`src/rtl/bch_pkg.sv`:
```
// Shared types and constants for the BCH(63,56) receive-path sequencer.
package bch_pkg;

    localparam int unsigned BCH_N  = 63;
    localparam int unsigned BCH_K  = 56;
    localparam int unsigned BCH_M  = 6;
    // Bit positions 0..63 fit in BCH_M bits, so the index width tracks the field size.
    localparam int unsigned IDX_W  = BCH_M;
    localparam int unsigned WAIT_W = 4;

    typedef enum logic [1:0] {
        StIdle,
        StRecv,
        StDecode,
        StCorrect
    } seq_state_e;

endpackage

```
`src/rtl/bch_seq_cnt.sv`:
```
// Loadable up/down counter; load wins over up, up wins over down.
module bch_seq_cnt
    import bch_pkg::*;
#(
    parameter int unsigned W = IDX_W
) (
    input  logic         clk,
    input  logic         rst_n,
    input  logic         load_i,
    input  logic [W-1:0] load_val_i,
    input  logic         up_i,
    input  logic         down_i,
    output logic [W-1:0] cnt_o
);

    logic [W-1:0] cnt_d, cnt_q;

    always_comb begin
        cnt_d = cnt_q;
        if (load_i) begin
            cnt_d = load_val_i;
        end else if (up_i) begin
            cnt_d = cnt_q + W'(1);
        end else if (down_i) begin
            cnt_d = cnt_q - W'(1);
        end
    end

    always_ff @(posedge clk or negedge rst_n) begin
        if (!rst_n) begin
            cnt_q <= '0;
        end else begin
            cnt_q <= cnt_d;
        end
    end

    assign cnt_o = cnt_q;

endmodule

```
`src/rtl/bch_dec_seq.sv`:
```
// Frame sequencer for the BCH(63,56) receive path: serial intake, decoder launch strobe,
// fixed decoder wait and backpressured per-bit correction stepping.
module bch_dec_seq
    import bch_pkg::*;
#(
    parameter int unsigned N       = BCH_N,
    parameter int unsigned DEC_LAT = 1,
    parameter int unsigned FCW     = 16
) (
    input  logic             clk,
    input  logic             rst_n,
    input  logic             in_valid,
    input  logic             in_sof,
    input  logic             in_bit,
    output logic             in_ready,
    output logic             syn_clr,
    output logic             syn_en,
    output logic             isEn2,
    output logic             corr_en,
    output logic [IDX_W-1:0] corr_idx,
    output logic             corr_last,
    output logic             out_valid,
    input  logic             out_ready,
    output logic             proto_err,
    output logic [FCW-1:0]   frame_cnt
);

    localparam logic [IDX_W-1:0]  LastIdx = IDX_W'(N - 1);
    localparam logic [WAIT_W-1:0] LatVal  = WAIT_W'(DEC_LAT);

    seq_state_e state_d, state_q;
    logic       is_en2_d, is_en2_q;
    logic       proto_err_d, proto_err_q;
    logic [FCW-1:0] frame_cnt_d, frame_cnt_q;

    logic [IDX_W-1:0]  bcnt;
    logic              bcnt_load, bcnt_up;
    logic [WAIT_W-1:0] wait_cnt;
    logic              wait_load, wait_down;
    logic              idx_clr, idx_up;

    // The bit itself goes straight to the syndrome stage; nothing here depends on it.
    logic unused_in_bit;
    assign unused_in_bit = in_bit;

    always_comb begin
        state_d     = state_q;
        in_ready    = 1'b0;
        syn_clr     = 1'b0;
        syn_en      = 1'b0;
        corr_en     = 1'b0;
        bcnt_load   = 1'b0;
        bcnt_up     = 1'b0;
        wait_load   = 1'b0;
        wait_down   = 1'b0;
        idx_clr     = 1'b0;
        idx_up      = 1'b0;
        is_en2_d    = 1'b0;
        proto_err_d = 1'b0;
        frame_cnt_d = frame_cnt_q;

        unique case (state_q)
            StIdle: begin
                in_ready = 1'b1;
                // Bits without sof are dropped silently while idle.
                if (in_valid && in_sof) begin
                    syn_clr   = 1'b1;
                    syn_en    = 1'b1;
                    bcnt_load = 1'b1;
                    state_d   = StRecv;
                end
            end
            StRecv: begin
                in_ready = 1'b1;
                if (in_valid) begin
                    syn_en = 1'b1;
                    // A restart outranks the last-bit check.
                    if (in_sof) begin
                        syn_clr     = 1'b1;
                        bcnt_load   = 1'b1;
                        proto_err_d = 1'b1;
                    end else if (bcnt == LastIdx) begin
                        is_en2_d  = 1'b1;
                        wait_load = 1'b1;
                        state_d   = StDecode;
                    end else begin
                        bcnt_up = 1'b1;
                    end
                end
            end
            StDecode: begin
                wait_down = 1'b1;
                if (wait_cnt == WAIT_W'(1)) begin
                    state_d = StCorrect;
                end
            end
            StCorrect: begin
                corr_en = 1'b1;
                if (out_ready) begin
                    if (corr_idx == LastIdx) begin
                        idx_clr     = 1'b1;
                        frame_cnt_d = frame_cnt_q + FCW'(1);
                        state_d     = StIdle;
                    end else begin
                        idx_up = 1'b1;
                    end
                end
            end
            default: begin
                state_d = StIdle;
            end
        endcase
    end

    always_ff @(posedge clk or negedge rst_n) begin
        if (!rst_n) begin
            state_q     <= StIdle;
            is_en2_q    <= 1'b0;
            proto_err_q <= 1'b0;
            frame_cnt_q <= '0;
        end else begin
            state_q     <= state_d;
            is_en2_q    <= is_en2_d;
            proto_err_q <= proto_err_d;
            frame_cnt_q <= frame_cnt_d;
        end
    end

    bch_seq_cnt #(
        .W (IDX_W)
    ) u_bcnt (
        .clk        (clk),
        .rst_n      (rst_n),
        .load_i     (bcnt_load),
        .load_val_i (IDX_W'(1)),
        .up_i       (bcnt_up),
        .down_i     (1'b0),
        .cnt_o      (bcnt)
    );

    bch_seq_cnt #(
        .W (WAIT_W)
    ) u_wait_cnt (
        .clk        (clk),
        .rst_n      (rst_n),
        .load_i     (wait_load),
        .load_val_i (LatVal),
        .up_i       (1'b0),
        .down_i     (wait_down),
        .cnt_o      (wait_cnt)
    );

    bch_seq_cnt #(
        .W (IDX_W)
    ) u_corr_idx (
        .clk        (clk),
        .rst_n      (rst_n),
        .load_i     (idx_clr),
        .load_val_i ('0),
        .up_i       (idx_up),
        .down_i     (1'b0),
        .cnt_o      (corr_idx)
    );

    assign isEn2     = is_en2_q;
    assign proto_err = proto_err_q;
    assign frame_cnt = frame_cnt_q;
    assign out_valid = corr_en;
    assign corr_last = corr_en && (corr_idx == LastIdx);

endmodule
```
`config.mk`:
```
export PLATFORM = sky130hd
export DESIGN_NAME = bch_dec_seq
export DESIGN_NICKNAME = d
export VERILOG_FILES = /design/src/rtl/bch_pkg.sv /design/src/rtl/bch_seq_cnt.sv /design/src/rtl/bch_dec_seq.sv
export SDC_FILE = /design/constraint.sdc
export NUM_CORES = 1
export LEC_CHECK = 0
export CAP_MARGIN = 0
export CORE_ASPECT_RATIO = 1.4
export CORE_UTILIZATION = 45
export DETAILED_ROUTE_END_ITERATION = 16
export PLACE_DENSITY = 0.8
export SYNTH_ARGS = -nofsm -noshare
export SYNTH_HDL_FRONTEND = slang
export SYNTH_SLANG_ARGS = --single-unit
```
`constraint.sdc`:
```
create_clock -name clk -period 2.26 [get_ports clk]
set_input_delay 0.452 -clock clk [delete_from_list [all_inputs] [get_ports clk]]
set_output_delay 0.452 -clock clk [all_outputs]
set_load 0.01 [all_outputs]
```
==> results of run 1 <==
==> repair_timing <==
item,in CTS,in global routing
pin swaps,0,0
buffers inserted,1,0
resized for setup,3,1
endpoints found under the setup margin,3,1
cloned,0,0
==> state kept, by name (all words and copies together) (netlist names) <==
name	count
frame_cnt	16
isEn2	1
proto_err	1
state_q	2
u_bcnt.cnt_o	6
u_corr_idx.cnt_o	6
u_wait_cnt.cnt_o	4
==> stage by stage <==
step                util, %  std cells  setup WS (ns)  hold slack [ns]
floorplan                 -        177          0.483            0.156
global placement       58.8        261         0.0654            0.464
detailed placement     58.8        261         0.0408            0.470
CTS                    61.8        270         0.0210            0.480
global route           61.8        270         0.0179            0.513
finish                 61.8        270          0.101            0.474
==> final cells by class <==
class                      count  area (sq um)
clock buffer                   5          68.8
clock inverter                 3          42.5
fill                         335          1520
inverter                       8          30.0
multi-input combinational    129           938
sequential                    36           901
tap                           43          53.8
timing repair buffer          46           430
==> logic make-up (layout without fill, tap and decap cells) <==
group,after synthesis,after routing,synth area share (%)
buf+inv,12,62,2.59
flops,36,36,47.8
mux,2,2,1.39
simple gates,65,65,20.5
compound gates,30,30,10.7
fa+ha+maj,11,11,7.30
xor+xnor,21,21,9.75
==> metal layers <==
metal  global-route usage, %  up-vias
met2                    32.1       23
met3                    3.46        7
met1                    20.9      705
met5                       0        -
met4                    8.25        0
li1                        -      721
==> critical path: cells and delay by family (launching register included) <==
family / cells / cell delay [ns]
adders and majority gates: 1 / 0.24
buffers and inverters: 2 / 0.57
DFF: 1 / 0.38
and+or+nand+nor: 1 / 0.23
==> synth_stat cells, types with 3 or more instances <==
master	count
nor3_1	3
nand2_1	13
inv_1	8
a21oi_1	5
ha_1	11
a211oi_1	3
clkbuf_1	3
o31ai_1	4
o21ai_0	8
dfrtp_1	36
nor2_1	12
o211ai_1	3
and3_1	10
nand3_1	10
xnor2_1	12
xor2_1	9
==> final timing paths <==
| check | from | endpoint | cells past startpoint |
|---|---|---|---|
| max | state_q[0] | in_ready | 4 |
| min | frame_cnt[15] | frame_cnt[15] | 1 |
| max reg2reg | state_q[0] | state_q[1] | 6 |
| min reg2reg | frame_cnt[15] | frame_cnt[15] | 1 |
| max in group asynchronous | rst_n | frame_cnt[13] | 2 |
| min in group asynchronous | rst_n | frame_cnt[6] | 2 |
==> power groups by stage <==
stage / logic (mW) / clock network, mW / registers [mW]
finish: 0.135 / 0.565 / 0.698
global route: 0.154 / 0.603 / 0.700
CTS: 0.139 / 0.588 / 0.698
detailed placement: 0.138 / 0 / 0.711
global placement: 0.135 / 0 / 0.709
floorplan: 0.0563 / 0 / 0.715
==> flow_summary.yaml, run 1 <==
sta:
  relSlewSlack_pct: 68.0
  worstMarginPinSlew_ns: 0.475
  finClkSkew_ns: 0.00544
  fin_crit_sh_pct: 95.5
  finalSetupViolCount: 0
  final.setup.tns_ns: 0
  min_period_ns: 2.16
  rsz0062_at_grt: "no"
  slew_viol_final: 0
  final_hold_viol_count: 0
  fmax_ghz: 0.463
cells_and_area:
  drive_gt1_share_pct: 12.8
  area_growth_syn_to_layout_pct: 30.7
  antenna_cells: 0
  design_area_sq_um: 2460
  final_common_cell: "dfrtp_1"
  final_net_count: 243
  layout_common_cells: "dfrtp_1, clkdlybuf4s50_1, nand2_1"
critical_path:
  crit_chain: "inv_1, ha_1, or2_1, clkdlybuf4s50_1"
  path_class: "reg2out"
  end_kind: "output port"
  cp.required_ns: 1.81
  startpoint_type: "flip-flop"
  slowest_delay_ns: 0.48
  r2r_slack_ns: 0.37
  crit_path_top_delay_cell: "clkdlybuf4s50_1"
  cp_max_fo: 5
  worstPathArrival_ns: 1.71
status:
  outcome: "finished with violations"
  violations: "design-rule violations"
clock_network:
  hold_buffers: 0
  cts_buffer_depth: 2
  cts_tree: "yes"
  clkSlewWorstSetupHoldPaths_ns: 0.07
  cts_root_buf: "clkbuf_8"
  numCtsBuffers: 5
  clkSinkCount: 36
  htreeDepth: 2
  insertion_delay_ns: 0.29
drt:
  drtAntennaViolNets: 0
  viasPerCell: 5.39
  dr_total_vias: 1456
  met1Wirelength_mm: 1.57
  first_iter_violations: 25
  drc_errors: 4
  wl_mm: 3.68
  dr.pass1.iters: 12
  wl_met3_um: 105
  route.detailed.wl_per_inst_um: 13.6
  routed.top_layer: "met4"
  dr_wl_met2_mm: 1.94
run:
  cap_viol_max_count: 0
worst_hold_path:
  hp-class: "reg2reg"
synth:
  yosysSeqAreaShare_pct: 47.8
  synth_seq_cells: 36
  synth_edf_count: 0
  yosysWarnings: 0
  synthDistinctLibCells: 40
  synthFlopType: "dfrtp_1"
  synth_cells: 177
  synth_area_sq_um: 1890
  synth_nets: 194
  synthArstFlopShare_pct: 100
  yosysTopAreaCellShare_pct: 47.8
  synth_area_leaders: "dfrtp_1, ha_1, xnor2_1"
  syn_area_per_cell_sq_um: 10.7
  yosysTopAreaCell: "dfrtp_1"
pwr:
  p_int_mw: 1.06
  clockPowerShare_pct: 40.4
  powerDensity_nw_per_um2: 567
  switching_share_pct: 24.0
  ir_worst_vdd_uv: 377
  finalPower_mw: 1.40
  cellLeakagePower_nw: 1.17
  p_switching_mw: 0.335
  p_comb_share_pct: 9.7
  pwr-share-seq_pct: 49.9
die:
  rows: 27
  dieArea_sq_um: 4460
  ios: 36
  start_util_pct: 47.3
  die_h_um: 78.6
  fp.dieW_um: 56.7
  coreArea_sq_um: 3990
place:
  io_buffers: 34
  gp_congestion: 0.737
  placed_cell_area_sq_um: 2340
  hpwl_mm: 2.62
global_routing:
  grt_pass1_wl_mm: 6.27
  first_global_vias: 1439
  grt.total_usage_pct: 18.2
  grt_max_degree: 37
  grt-ovfl-total: 0
  antenna_found_initial: 0
(Power assumes the default switching activity.)
==> run 2: changes to the inputs <==
--- a/config.mk
+++ b/config.mk
@@ -5,7 +5,7 @@
 export SDC_FILE = /design/constraint.sdc
 export NUM_CORES = 1
 export LEC_CHECK = 0
-export CAP_MARGIN = 0
+export CAP_MARGIN = 20
 export CORE_ASPECT_RATIO = 1.4
 export CORE_UTILIZATION = 45
 export DETAILED_ROUTE_END_ITERATION = 16
==> results of run 2 <==
Final layout, timing and power as in run 1 (identical DEF).
